===== config.mk =====
export PLATFORM = sky130hd
export DESIGN_NAME = logic_capture_flat
export DESIGN_NICKNAME = d
export VERILOG_FILES = /design/src/rtl/pockelizer_pkg.sv /design/src/rtl/logic_capture_if.sv /design/src/rtl/input_sync.sv /design/src/rtl/logic_capture.sv /design/src/flat_wrapper.sv
export SDC_FILE = /design/constraint.sdc
export NUM_CORES = 1
export LEC_CHECK = 0
export ABC_CLOCK_PERIOD_IN_PS = 2100
export CAP_MARGIN = 20
export CORE_MARGIN = 2
export CORE_UTILIZATION = 50
export CTS_CLUSTER_SIZE = 12
export DETAILED_ROUTE_END_ITERATION = 7
export PLACE_DENSITY_LB_ADDON = 0.3
export REMOVE_ABC_BUFFERS = 1
export SLEW_MARGIN = 20
export SYNTH_ARGS = -nofsm -noshare
export SYNTH_HDL_FRONTEND = slang
export SYNTH_SLANG_ARGS = --single-unit

===== constraint.sdc =====
create_clock -name clk -period 2.1 [get_ports clk]
set_clock_uncertainty 0.1 [all_clocks]
set_input_delay 0.63 -clock clk [delete_from_list [all_inputs] [get_ports clk]]
set_output_delay 0.63 -clock clk [all_outputs]
set_load 0.02 [all_outputs]

===== src/rtl/pockelizer_pkg.sv =====
// Shared capture definitions: state encoding and default window geometry, used by the
// capture stage and by the drawing sequencer for layout.
package pockelizer_pkg;

   localparam int unsigned CAP_CHANNELS    = 5;
   localparam int unsigned CAP_DEPTH       = 15;
   localparam int unsigned CAP_PRETRIG     = 3;
   localparam int unsigned CAP_SYNC_STAGES = 2;
   localparam int unsigned CAP_TIMEOUT_W   = 24;
   localparam int unsigned CAP_WAVE_W      = CAP_CHANNELS * CAP_DEPTH;

   typedef enum logic [2:0] {
      ST_IDLE      = 3'd0,
      ST_ARM       = 3'd1,
      ST_WAIT_TRIG = 3'd2,
      ST_POST      = 3'd3,
      ST_DONE      = 3'd4
   } cap_state_e;

   // Bit position of sample smp (0 = oldest) of zero-based channel ch in wave_flat.
   function automatic int unsigned wave_bit_idx(input int unsigned ch, input int unsigned smp);
      return ch * CAP_DEPTH + smp;
   endfunction

   function automatic logic cap_busy(input cap_state_e st);
      return (st == ST_ARM) || (st == ST_WAIT_TRIG) || (st == ST_POST);
   endfunction

endpackage


===== src/rtl/logic_capture_if.sv =====
// Capture handshake and frozen-window bus between the capture stage and the drawing sequencer.
interface logic_capture_if #(
   parameter int unsigned CHANNELS = pockelizer_pkg::CAP_CHANNELS,
   parameter int unsigned DEPTH    = pockelizer_pkg::CAP_DEPTH
) ();

   logic                      start;
   logic                      ack;
   logic                      busy;
   logic                      done;
   logic                      timed_out;
   logic [CHANNELS*DEPTH-1:0] wave_flat;

   modport master (
      output start,
      output ack,
      input  busy,
      input  done,
      input  timed_out,
      input  wave_flat
   );

   modport slave (
      input  start,
      input  ack,
      output busy,
      output done,
      output timed_out,
      output wave_flat
   );

endinterface


===== src/rtl/input_sync.sv =====
// Flop-chain synchroniser for asynchronous input bits; every stage clears on reset.
module input_sync #(
   parameter int unsigned WIDTH  = 1,
   parameter int unsigned STAGES = 2
) (
   input  logic             clk,
   input  logic             rst_n,
   input  logic [WIDTH-1:0] d_i,
   output logic [WIDTH-1:0] q_o
);

   logic [WIDTH-1:0] sync_q [STAGES];

   always_ff @(posedge clk or negedge rst_n) begin
      if (!rst_n) begin
         for (int i = 0; i < int'(STAGES); i++) sync_q[i] <= '0;
      end else begin
         sync_q[0] <= d_i;
         for (int i = 1; i < int'(STAGES); i++) sync_q[i] <= sync_q[i-1];
      end
   end

   assign q_o = sync_q[STAGES-1];

endmodule


===== src/rtl/logic_capture.sv =====
// Logic-analyser capture stage: oversamples CHANNELS inputs on an external sample clock,
// triggers on a ch1 transition and freezes a DEPTH-sample window. LOGIC_CAPTURE_TIMEOUT_EN adds a trigger timeout.
module logic_capture
   import pockelizer_pkg::*;
#(
   parameter int unsigned CHANNELS    = CAP_CHANNELS,
   parameter int unsigned DEPTH       = CAP_DEPTH,
   parameter int unsigned PRETRIG     = CAP_PRETRIG,
   parameter int unsigned SYNC_STAGES = CAP_SYNC_STAGES
`ifdef LOGIC_CAPTURE_TIMEOUT_EN
   ,
   parameter int unsigned TIMEOUT_W   = CAP_TIMEOUT_W
`endif
) (
   input  logic            clk,
   input  logic            rst_n,
   input  logic [CHANNELS:0] logic_in,
   logic_capture_if.slave  cap_if
);

   localparam int unsigned CNT_W     = $clog2(DEPTH + 1);
   localparam int unsigned WIN_W     = CHANNELS * DEPTH;
   localparam int unsigned POST_N    = DEPTH - 1 - PRETRIG;
   localparam int unsigned POST_LAST = (POST_N == 0) ? 0 : POST_N - 1;

   cap_state_e         state_q, state_d;
   logic [CNT_W-1:0]   fill_cnt_q, fill_cnt_d;
   logic [CNT_W-1:0]   post_cnt_q, post_cnt_d;
   logic [WIN_W-1:0]   win_q, win_d;
   logic               busy_q, busy_d;
   logic               done_q, done_d;
   logic [CHANNELS:0]  sync_s;
   logic               samp_prev_q;
   logic               samp_evt;
   logic               shift_en;
   logic               trig_hit;
   logic               force_trig;

   input_sync #(
      .WIDTH  (CHANNELS + 1),
      .STAGES (SYNC_STAGES)
   ) u_sync (
      .clk   (clk),
      .rst_n (rst_n),
      .d_i   (logic_in),
      .q_o   (sync_s)
   );

   // Rising edge of the synchronised sample clock; data comes from the same vector.
   always_ff @(posedge clk or negedge rst_n) begin
      if (!rst_n) samp_prev_q <= 1'b0;
      else        samp_prev_q <= sync_s[0];
   end

   assign samp_evt = sync_s[0] & ~samp_prev_q;
   assign trig_hit = sync_s[1] != win_q[DEPTH-1];

`ifdef LOGIC_CAPTURE_TIMEOUT_EN
   logic [TIMEOUT_W-1:0] to_cnt_q, to_cnt_d;
   logic                 timed_out_q, timed_out_d;
   logic                 start_acc;

   assign start_acc  = cap_if.start && ((state_q == ST_IDLE) || (state_q == ST_DONE));
   assign force_trig = (to_cnt_q == '1);

   // Timeout counter runs only while waiting for a trigger and saturates at all-ones.
   always_comb begin
      to_cnt_d    = to_cnt_q;
      timed_out_d = timed_out_q;
      if ((state_q != ST_WAIT_TRIG) && (state_d == ST_WAIT_TRIG)) begin
         to_cnt_d = '0;
      end else if ((state_q == ST_WAIT_TRIG) && (to_cnt_q != '1)) begin
         to_cnt_d = to_cnt_q + TIMEOUT_W'(1);
      end
      if (start_acc) begin
         timed_out_d = 1'b0;
      end else if ((state_q == ST_WAIT_TRIG) && samp_evt && force_trig) begin
         timed_out_d = 1'b1;
      end
   end

   always_ff @(posedge clk or negedge rst_n) begin
      if (!rst_n) begin
         to_cnt_q    <= '0;
         timed_out_q <= 1'b0;
      end else begin
         to_cnt_q    <= to_cnt_d;
         timed_out_q <= timed_out_d;
      end
   end

   assign cap_if.timed_out = timed_out_q;
`else
   assign force_trig       = 1'b0;
   assign cap_if.timed_out = 1'b0;
`endif

   // State register.
   always_ff @(posedge clk or negedge rst_n) begin
      if (!rst_n) state_q <= ST_IDLE;
      else        state_q <= state_d;
   end

   // Next-state logic.
   always_comb begin
      state_d = state_q;
      unique case (state_q)
         ST_IDLE: begin
            if (cap_if.start) state_d = ST_ARM;
         end
         ST_ARM: begin
            if (samp_evt && (fill_cnt_q == CNT_W'(PRETRIG))) state_d = ST_WAIT_TRIG;
         end
         ST_WAIT_TRIG: begin
            if (samp_evt && (trig_hit || force_trig)) begin
               state_d = (POST_N == 0) ? ST_DONE : ST_POST;
            end
         end
         ST_POST: begin
            if (samp_evt && (post_cnt_q == CNT_W'(POST_LAST))) state_d = ST_DONE;
         end
         ST_DONE: begin
            if (cap_if.start)    state_d = ST_ARM;
            else if (cap_if.ack) state_d = ST_IDLE;
         end
         default: state_d = ST_IDLE;
      endcase
   end

   // Output decode; busy/done are registered from the next state so they track state_q.
   always_comb begin
      busy_d   = cap_busy(state_d);
      done_d   = (state_d == ST_DONE);
      shift_en = samp_evt && cap_busy(state_q);
   end

   // Window shift and fill/post counters.
   always_comb begin
      win_d      = win_q;
      fill_cnt_d = fill_cnt_q;
      post_cnt_d = post_cnt_q;
      if (shift_en) begin
         for (int c = 0; c < int'(CHANNELS); c++) begin
            win_d[c*DEPTH +: DEPTH] = {sync_s[c+1], win_q[c*DEPTH+1 +: DEPTH-1]};
         end
      end
      if ((state_q != ST_ARM) && (state_d == ST_ARM)) begin
         fill_cnt_d = '0;
      end else if ((state_q == ST_ARM) && samp_evt) begin
         fill_cnt_d = fill_cnt_q + CNT_W'(1);
      end
      if ((state_q == ST_WAIT_TRIG) && (state_d != ST_WAIT_TRIG)) begin
         post_cnt_d = '0;
      end else if ((state_q == ST_POST) && samp_evt) begin
         post_cnt_d = post_cnt_q + CNT_W'(1);
      end
   end

   always_ff @(posedge clk or negedge rst_n) begin
      if (!rst_n) begin
         win_q      <= '0;
         fill_cnt_q <= '0;
         post_cnt_q <= '0;
         busy_q     <= 1'b0;
         done_q     <= 1'b0;
      end else begin
         win_q      <= win_d;
         fill_cnt_q <= fill_cnt_d;
         post_cnt_q <= post_cnt_d;
         busy_q     <= busy_d;
         done_q     <= done_d;
      end
   end

   assign cap_if.busy      = busy_q;
   assign cap_if.done      = done_q;
   assign cap_if.wave_flat = win_q;

endmodule

===== src/flat_wrapper.sv =====
// flat-port wrapper written by rule: the top's interface ports become plain ports
module logic_capture_flat import pockelizer_pkg::*;
#(
   parameter int unsigned CHANNELS    = CAP_CHANNELS,
   parameter int unsigned DEPTH       = CAP_DEPTH,
   parameter int unsigned PRETRIG     = CAP_PRETRIG,
   parameter int unsigned SYNC_STAGES = CAP_SYNC_STAGES

)
  (clk, rst_n, logic_in, cap_if_start, cap_if_ack, cap_if_busy, cap_if_done, cap_if_timed_out, cap_if_wave_flat);
  logic_capture_if #(.CHANNELS(CHANNELS), .DEPTH(DEPTH)) cap_if_i ();
  input  logic clk;
  input  logic rst_n;
  input  logic [CHANNELS:0] logic_in;
  input wire logic [$bits(cap_if_i.start)-1:0] cap_if_start;
  input wire logic [$bits(cap_if_i.ack)-1:0] cap_if_ack;
  output wire logic [$bits(cap_if_i.busy)-1:0] cap_if_busy;
  output wire logic [$bits(cap_if_i.done)-1:0] cap_if_done;
  output wire logic [$bits(cap_if_i.timed_out)-1:0] cap_if_timed_out;
  output wire logic [$bits(cap_if_i.wave_flat)-1:0] cap_if_wave_flat;
  assign cap_if_i.start = cap_if_start;
  assign cap_if_i.ack = cap_if_ack;
  assign cap_if_busy = cap_if_i.busy;
  assign cap_if_done = cap_if_i.done;
  assign cap_if_timed_out = cap_if_i.timed_out;
  assign cap_if_wave_flat = cap_if_i.wave_flat;
  logic_capture #(.CHANNELS(CHANNELS), .DEPTH(DEPTH), .PRETRIG(PRETRIG), .SYNC_STAGES(SYNC_STAGES)) u_core (.clk(clk), .rst_n(rst_n), .logic_in(logic_in), .cap_if(cap_if_i));
endmodule

==> results.py <==
metrics = {
    "floorplanning": {
        "io-pin-count": 88,
        "die_h_um": 92.14,
        "fp.coreArea_um2": 7607,
        "die-width_um": 92.14,
        "initial_core_util": 0.5105,
        "rows": 32,
        "die_area_um2": 8489,
    },
    "placement": {
        "dp_cells": 428,
        "hpwl_um": 4143,
        "port_buffers": 86,
        "place.gp.congestion": 0.8010,
        "dp_slack_ps": 16.40,
    },
    "worst_setup_path": {
        "slowest_delay_ps": 610,
        "critical_path.max_fanout": 3,
        "crit_buf_inv": 1,
        "cp_slowest_cell": "clkdlybuf4s50_1",
        "worstPathCellList": "clkdlybuf4s50_1",
        "worstPathRequired_ps": 1370,
        "arrival_ps": 1330,
        "reg2reg_depth": 4,
        "critPathTopFamily": "buffers and inverters",
        "endpoint_kind": "output pin",
        "worstSetupStartpointType": "flip-flop",
        "crit_type": "reg2out",
        "path_depth": 1,
    },
    "power_and_ir_drop": {
        "power_uw": 7443,
        "leakage_uw": 0.002886,
        "vdd_drop_max_v": 0.0006727,
        "power.density_nw_per_um2": 1456,
    },
    "clock_network": {
        "ctsHoldBuffers": 0,
        "clockBufferDepth": 2,
        "cts_tree": "yes",
        "clock-sinks": 101,
        "cts_inserted_buffers": 9,
        "htreeDepth": 3,
        "cts-root-buf": "clkbuf_8",
        "clkTransAtPathRegs_ps": 90,
        "clkLatencyLatePin_ps": 360,
    },
    "timing": {
        "tns_ps": 0,
        "worst_slew_margin_rel": 0.6182,
        "timing.final.crit_share": 0.9789,
        "setup_viol_count_final": 0,
        "finalHoldViolCount": 0,
        "tightest_slew_ps": 571.4,
        "hold_ws_ps": 222.3,
        "period_minus_slack_ps": 2056,
        "timing.fmax_ghz": 0.4864,
        "finalMaxSlewViolations": 0,
        "setup_ws_ps": 44.27,
    },
    "global_route": {
        "grt_pass1_vias": 2171,
        "gr-total-overflow": 0,
        "grt_max_degree": 102,
        "grt_pass1_wl_um": 10560,
        "grt_use_total": 0.1590,
        "antenna_found_initial": 0,
    },
    "synth": {
        "ys_ff_latch": 101,
        "yosysWarnings": 0,
        "async_flop_share": 1.000,
        "synth_edf_count": 0,
        "syn_inst": 249,
        "synth_cell_types": 37,
        "yosysMostFrequentCell": "dfrtp_1",
        "synth_top_area_cell": "dfrtp_1",
        "synth_area_per_cell_um2": 15.60,
        "yosysSeqAreaShare": 0.6508,
        "synth_commonest_cells": "dfrtp_1, mux2_1, mux2_2",
        "synth_flop_cell": "dfrtp_1",
        "synthTopCellsByArea": "dfrtp_1, mux2_1, mux2_2, buf_6, ha_1",
        "synth_area_um2": 3884,
        "yosysTopAreaCellShare": 0.6508,
    },
    "routing": {
        "postRouteAntennaNets": 0,
        "drtPass1Iterations": 4,
        "drt_wl_total_um": 6578,
        "drc": 0,
        "via_per_inst": 5.081,
        "routedWlPerCell_um": 14.85,
        "vias": 2251,
        "drt_iter0_markers": 76,
    },
    "run": {
        "cap_violations": 0,
    },
    "hold_path": {
        "hp-class": "in2async",
    },
    "layout": {
        "stdcell_count": 443,
        "nNetsFinal": 350,
        "drive_gt1_frac": 0.1496,
        "area_delta_synth_final_pct": 31.60,
        "diodes": 0,
    },
    "outcome": {
        "outcome": "finished clean",
    },
}
[area by class of cell]
cell class	instances	area, µm²
sequential	101	2527
fill	575	2496
multi-input combinational	130	1231
timing repair buffer	89	989.7
tap	102	127.6
clock buffer	9	123.9
clock inverter	6	88.84
inverter	6	22.52
[what timing repair did]
action / CTS / global route
pin swaps: 0 / 0
setup buffers: 0 / 0
resized for setup: 23 / 45
endpoints found under the setup margin: 23 / 45
[power breakdown]
group	switching [µW]	internal [µW]
clock network	638	664
registers	512	2680
logic	1520	1430
[layer usage]
layer | routed length, µm | global-route usage | up-vias
li1 | - | - | 1054
met1 | 3052 | 0.2219 | 1129
met2 | 3173 | 0.2408 | 59
met3 | 226 | 0.02547 | 9
met4 | 127 | 0.08582 | 0
met5 | 0 | 0 | -
[registers in the layout (all words and copies together), names as in the netlist]
name	cells
u_core.u_sync.sync_q	6
u_core.fill_cnt_q	4
u_core.cap_if.wave_flat	75
u_core.post_cnt_q	4
u_core.cap_if.busy	1
u_core.cap_if.done	1
u_core.u_sync.q_o	6
u_core.samp_prev_q	1
u_core.state_q	3
[final timing paths]
check,start,end,slack (ps)
worst max register to register,u_core.u_sync.q_o[0]$_DFF_PN0_,u_core.cap_if.wave_flat[56]$_DFFE_PN0P_,250
max in group asynchronous,rst_n,u_core.u_sync.sync_q[6]$_DFF_PN0_,1300
worst min-delay path,rst_n,u_core.fill_cnt_q[3]$_DFFE_PN0P_,220
worst max-delay path,u_core.cap_if.wave_flat[62]$_DFFE_PN0P_,cap_if_wave_flat[62],40
worst min register to register,u_core.u_sync.sync_q[11]$_DFF_PN0_,u_core.u_sync.q_o[5]$_DFF_PN0_,250
min in group clk,u_core.u_sync.sync_q[11]$_DFF_PN0_,u_core.u_sync.q_o[5]$_DFF_PN0_,250
[metrics by stage]
stage	area, µm²	utilization
after global placement	4815	0.6329
after floorplan	3781	-
after detailed placement	4815	0.6329
final	5111	0.6719
after CTS	4999	0.6571
after global routing	5111	0.6719
[cell families after synthesis]
logic type / count (synthesis) / synth area share
AOI/OAI and AO/OA: 16 / 0.02996
other: 1 / 0.0009656
and+or+nand+nor: 31 / 0.04897
DFF: 101 / 0.6508
buffers and inverters: 18 / 0.03221
muxes: 78 / 0.2252
adders and majority gates: 3 / 0.009666
xor gates and xnor gates: 1 / 0.002256
[placed cells by master, fill, tap and decap left out, drive strengths merged, types with 3 or more instances in the layout]
cell / n
a31o: 3
buf: 4
clkbuf: 9
clkdlybuf4s50: 17
dfrtp: 101
dlygate4sd2: 23
dlymetal6s2s: 45
ha: 3
inv: 6
mux2: 75
mux2i: 3
nand2: 6
nand3: 6
nor2: 4
o22ai: 3
No activity file was read; power rests on OpenSTA's default activity.
